`config.mk`:
```
export PLATFORM = sky130hd
export DESIGN_NAME = csr_trap_seq
export DESIGN_NICKNAME = d
export VERILOG_FILES = /design/src/rtl/csr_trap_seq.sv
export SDC_FILE = /design/constraint.sdc
export NUM_CORES = 1
export LEC_CHECK = 0
export BUFFER_PORTS_ARGS = -buffer_cell sky130_fd_sc_hd__buf_2
export CAP_MARGIN = 20
export CORE_MARGIN = 1.5
export CORE_UTILIZATION = 47
export CTS_CLUSTER_DIAMETER = 60
export DETAILED_ROUTE_END_ITERATION = 16
export GPL_ROUTABILITY_DRIVEN = 0
export PLACE_DENSITY = 0.73
export SYNTH_ARGS = -nofsm -noshare
export SYNTH_HDL_FRONTEND = slang
export SYNTH_SLANG_ARGS = --single-unit
```
`constraint.sdc`:
```
create_clock -name clk -period 7.5 [get_ports clk]
set_input_delay 0.75 -clock clk [delete_from_list [all_inputs] [get_ports clk]]
set_output_delay 0.75 -clock clk [all_outputs]
set_load 0.005 [all_outputs]
```
`src/rtl/csr_trap_seq.sv`:
```
// Trap/mret sequencer driving one initiator port of the machine-mode CSR file.
// Optional macro CSR_TRAP_MTVAL_EN adds the mtval write to the trap sequence.
module csr_trap_seq #(
  parameter int unsigned MSTATUS_IDX = 0,
  parameter int unsigned MTVEC_IDX   = 1,
  parameter int unsigned MEPC_IDX    = 2,
  parameter int unsigned MCAUSE_IDX  = 3,
  parameter int unsigned MTVAL_IDX   = 4
) (
  input  logic        clk,
  input  logic        rst,
  input  logic        trap_valid,
  input  logic [31:0] trap_cause,
  input  logic [31:0] trap_pc,
  input  logic [31:0] trap_tval,
  input  logic        mret_valid,
  output logic        req_ready,
  output logic        busy,
  output logic [11:0] csr_addr,
  output logic        csr_we,
  output logic [31:0] csr_wd,
  input  logic [31:0] csr_rd,
  output logic        redirect_valid,
  output logic [31:0] redirect_pc
);

  localparam logic [3:0] S_IDLE      = 4'd0;
  localparam logic [3:0] S_T_MEPC    = 4'd1;
  localparam logic [3:0] S_T_MCAUSE  = 4'd2;
`ifdef CSR_TRAP_MTVAL_EN
  localparam logic [3:0] S_T_MTVAL   = 4'd3;
`endif
  localparam logic [3:0] S_T_MSTATUS = 4'd4;
  localparam logic [3:0] S_T_MTVEC   = 4'd5;
  localparam logic [3:0] S_M_MSTATUS = 4'd6;
  localparam logic [3:0] S_M_MEPC    = 4'd7;
  localparam logic [3:0] S_REDIR     = 4'd8;

  logic [3:0]  state, state_nxt;
  logic [29:0] pc_q;
  logic [31:0] cause_q;
  logic [31:0] target_q, target_nxt;
  logic        unused_pc_lsb;

  assign unused_pc_lsb = ^trap_pc[1:0];

`ifdef CSR_TRAP_MTVAL_EN
  logic [31:0] tval_q;
`else
  logic        unused_tval;
  assign unused_tval = ^trap_tval;
`endif

  // State register
  always_ff @(posedge clk or posedge rst) begin
    if (rst) state <= S_IDLE;
    else     state <= state_nxt;
  end

  // Operand latch on trap acceptance and redirect target register
  always_ff @(posedge clk or posedge rst) begin
    if (rst) begin
      pc_q     <= '0;
      cause_q  <= '0;
      target_q <= '0;
`ifdef CSR_TRAP_MTVAL_EN
      tval_q   <= '0;
`endif
    end else begin
      if (state == S_IDLE && trap_valid) begin
        pc_q    <= trap_pc[31:2];
        cause_q <= trap_cause;
`ifdef CSR_TRAP_MTVAL_EN
        tval_q  <= trap_tval;
`endif
      end
      target_q <= target_nxt;
    end
  end

  // Next state and CSR port drive; mstatus RMW uses the same-cycle read data
  always_comb begin
    state_nxt  = state;
    target_nxt = target_q;
    csr_addr   = '0;
    csr_we     = 1'b0;
    csr_wd     = '0;
    case (state)
      S_IDLE: begin
        if (trap_valid)      state_nxt = S_T_MEPC;
        else if (mret_valid) state_nxt = S_M_MSTATUS;
      end
      S_T_MEPC: begin
        csr_addr  = 12'(MEPC_IDX);
        csr_we    = 1'b1;
        csr_wd    = {pc_q, 2'b00};
        state_nxt = S_T_MCAUSE;
      end
      S_T_MCAUSE: begin
        csr_addr  = 12'(MCAUSE_IDX);
        csr_we    = 1'b1;
        csr_wd    = cause_q;
`ifdef CSR_TRAP_MTVAL_EN
        state_nxt = S_T_MTVAL;
`else
        state_nxt = S_T_MSTATUS;
`endif
      end
`ifdef CSR_TRAP_MTVAL_EN
      S_T_MTVAL: begin
        csr_addr  = 12'(MTVAL_IDX);
        csr_we    = 1'b1;
        csr_wd    = tval_q;
        state_nxt = S_T_MSTATUS;
      end
`endif
      S_T_MSTATUS: begin
        csr_addr      = 12'(MSTATUS_IDX);
        csr_we        = 1'b1;
        csr_wd        = csr_rd;
        csr_wd[7]     = csr_rd[3];
        csr_wd[3]     = 1'b0;
        csr_wd[12:11] = 2'b11;
        state_nxt     = S_T_MTVEC;
      end
      S_T_MTVEC: begin
        csr_addr = 12'(MTVEC_IDX);
        // Only mode 1 with an interrupt cause is vectored; modes 2/3 act direct
        if (csr_rd[1:0] == 2'b01 && cause_q[31])
          target_nxt = {csr_rd[31:2], 2'b00} + {cause_q[29:0], 2'b00};
        else
          target_nxt = {csr_rd[31:2], 2'b00};
        state_nxt = S_REDIR;
      end
      S_M_MSTATUS: begin
        csr_addr      = 12'(MSTATUS_IDX);
        csr_we        = 1'b1;
        csr_wd        = csr_rd;
        csr_wd[3]     = csr_rd[7];
        csr_wd[7]     = 1'b1;
        csr_wd[12:11] = 2'b11;
        state_nxt     = S_M_MEPC;
      end
      S_M_MEPC: begin
        csr_addr   = 12'(MEPC_IDX);
        target_nxt = {csr_rd[31:2], 2'b00};
        state_nxt  = S_REDIR;
      end
      S_REDIR: state_nxt = S_IDLE;
      default: state_nxt = S_IDLE;
    endcase
  end

  assign busy           = (state != S_IDLE);
  assign req_ready      = ~busy;
  assign redirect_valid = (state == S_REDIR);
  assign redirect_pc    = target_q;

endmodule

```
==> results.md <==
- Number of warnings reported in the yosys synthesis log: 0
- Min Clock Period, post-route: 3.570 ns
- Share of post-route cells with drive strength above 1: 35.69%
- Worst slack at placement: 4.102 ns
- Final Cycle Share: 47.60%
- CTS Hold Bufs: 0
- Die span in x: around 120 um
- Layout Area Growth over Synthesis: 19.58%
- DPL Wire Length: 12020 um
- Syn Std Cell Area: between 6000 and 7000 um2
- Relative slew margins: 29.93%
- Commonest non-fill, non-tap cells in the layout: buf_2, dfrtp_1, mux2_2
- Outcome: finished clean
- Number of buffer cells added on primary ports: 165
- Transition at the pin with the smallest max-transition slack: 1.046 ns
- Maximum buffer depth of the clock tree: 2
- Clock tree from TritonCTS: built
- Finished Core Util: 57.32%
- All-layer global routing usage: 24.90%
- Number of cells produced by synthesis: 617
- Post-layout total power: 3.180 mW
- First-pass GRT wire length: 26110 um
- Number of DRC violations after detailed routing: 0
- Count of filler cells inserted in the layout: 1120
- Mean instance size in the synthesized netlist: just under 10 um2
- Endpoints failing hold: 0
- Max Cap Viol: 0
- Router iterations before antenna repair: 7
- Via Count: 5417
- Class of the worst hold path: input pin to async pin
- Kind of end point of the critical path: output port
- Highest clock frequency the design can meet: 0.2801 GHz
- WS Path Type: flip-flop to output port
- Share of flip-flops with an asynchronous set or reset after synthesis: 100.0%
- Number of DRC violations after detailed-routing iteration 0: 393
- Clock Sinks: 96
- Area of all placed cells without fillers: between 7000 and 8000 um2
- I/O pin count: 212
- Critical path arrival: 2.82 ns
- Number of nets in the layout: 925
- Clock tree root driver cell: clkbuf_16
- Final non-filler cell total: between 900 and 1000
- Antenna violations before repair: 0
- Post-place instance area: 6950 um2
- Chip height: 116.2 um
- Number of placement rows: 41
- Antenna-violating nets left: 0
- Critical path startpoint category: flip-flop
- Areal power density over the cells: 441.5 nW/um2
- Static leakage power: approximately 3.6 nW
- Number of enable flip-flop cells after synthesis: 0
- Most common library cell in the layout ignoring fill and taps: buf_2
- Setup total negative slack: 0 ns
- Ys flop type: dfrtp_1
- Vias in the first global route: roughly 5200
- Clock transition at the registers of the reported paths: 0.06 ns
- Core area: 12570 um2
- Number of storage elements in the synthesis netlist: 96
- Routed length per placed instance: 17.72 um
- Number of vias per cell after detailed routing: 5.781
- PostCTS Resize Cnt: 0
- Initial Utilization: 47.93%
- Required @ worst endpoint: slightly below 7 ns
- Number of unique standard cell types used by synthesis: 63
- Total clock buffers created by CTS: 9
- Wire length after detailed routing: approximately 17000 um
- Worst R2R Start: cause_q[0]
- Pin count of the biggest net entering global routing: 64
- Largest area contributor in the synthesized netlist: dfrtp_1
- Insertion delay to the later sink of the worst-skew pair: 0.35 ns
- Setup repair after global routing missed its margin: false
- Max Fanout on Critical Path: 18
- Clock H-tree levels: 3
- Area share of the leading cell type in the synthesized netlist: about two fifths
- Number of diodes: 0
- Full die area: 13510 um2
- Cell Count Post-Placement: 923
- Part of the Yosys area used for sequential elements: 39.88%
- Grt ovf: 0
- Number of slew-limit violations in the final report: 0
- Peak supply drop: 192.9 uV
- Post-CTS Setup Repair Bufs: 0
- Worst-case clock skew: between 0.006 and 0.007 ns
- Min setup slack post-route: 3.930 ns
- Leading post-synthesis cells by cell area: dfrtp_1, mux2_2, ha_1, a21oi_1, a222oi_1
- Timing startpoint of the critical path: state[0]
- Final count of negative-setup-slack endpoints: 0
- Final worst hold slack: 0.4559 ns
-- registers in the layout, summed over array words and instances, names as in the netlist --
register	cells
cause_q	32
pc_q	30
state	4
redirect_pc	30
-- worst paths after layout --
| check | endpoint | slack [ns] | cells after the start |
|---|---|---|---|
| max in group asynchronous | pc_q[28] | 5.97 | 3 |
| hold / removal | pc_q[9] | 0.46 | 2 |
| setup reg to reg | redirect_pc[28] | 4.54 | 11 |
| min in group clk | redirect_pc[9] | 0.49 | 2 |
| hold reg to reg | redirect_pc[9] | 0.49 | 2 |
| setup / recovery | csr_wd[14] | 3.93 | 6 |
-- Yosys cell counts (5+ instances only) --
cell type	count
a21o_1	14
a21oi_1	52
a21oi_2	5
a222oi_1	26
a31oi_1	9
and3_1	11
buf_4	13
clkbuf_1	34
dfrtp_1	96
ha_1	29
inv_1	33
mux2_2	62
nand2_1	50
nand3_1	10
nand4_1	8
nor2_1	32
nor2b_1	5
nor3_1	7
o21ai_0	16
o21ai_1	10
xnor2_1	14
xor2_1	8
-- logic make-up after synthesis --
family / after synthesis / share of synthesized area, %
xor gates and xnor gates: 22 / 3.198
AOI/OAI and AO/OA: 169 / 19.94
muxes: 67 / 12.44
buffers and inverters: 86 / 6.251
and+or+nand+nor: 146 / 11.88
DFF: 96 / 39.88
adders and majority gates: 30 / 6.355
other: 1 / 0.06225
-- final cells by class --
cell class              count  area (um2)  area share [%]
clock buffers              11       232.7           3.230
flip-flops and latches     96        2402           33.34
clock inverters             2       10.01          0.1389
inverters                  35       133.9           1.858
multi-input cells         446        3306           45.88
well taps                 172       215.2           2.987
repair buffers            175       904.6           12.56
-- report_power, final --
part | internal, mW | switching (mW) | total (mW)
clock | 0.219 | 0.194 | 0.413
sequential | 0.781 | 0.212 | 0.993
combinational | 0.843 | 0.932 | 1.77
total | 1.84 | 1.34 | 3.18
-- critical path, cell delays in order (launching register included) --
cell      delay [ns]
dfrtp_1         0.53
nor2b_1         0.31
nor3b_2         0.89
buf_4           0.40
a222oi_1        0.14
inv_1           0.08
buf_2           0.11
-- per-layer routing --
metal | global-route usage [%] | wire [um] | up-vias | share of wire (%)
met1 | 31.91 | 7176 | 2621 | 43
met5 | 0 | 0 | - | 0
met2 | 41.57 | 8121 | 232 | 49
met3 | 4.619 | 914 | 30 | 5.5
met4 | 10.41 | 392 | 0 | 2.4
li1 | - | - | 2534 | -
Note: power is estimated with default switching activity, not from simulation.
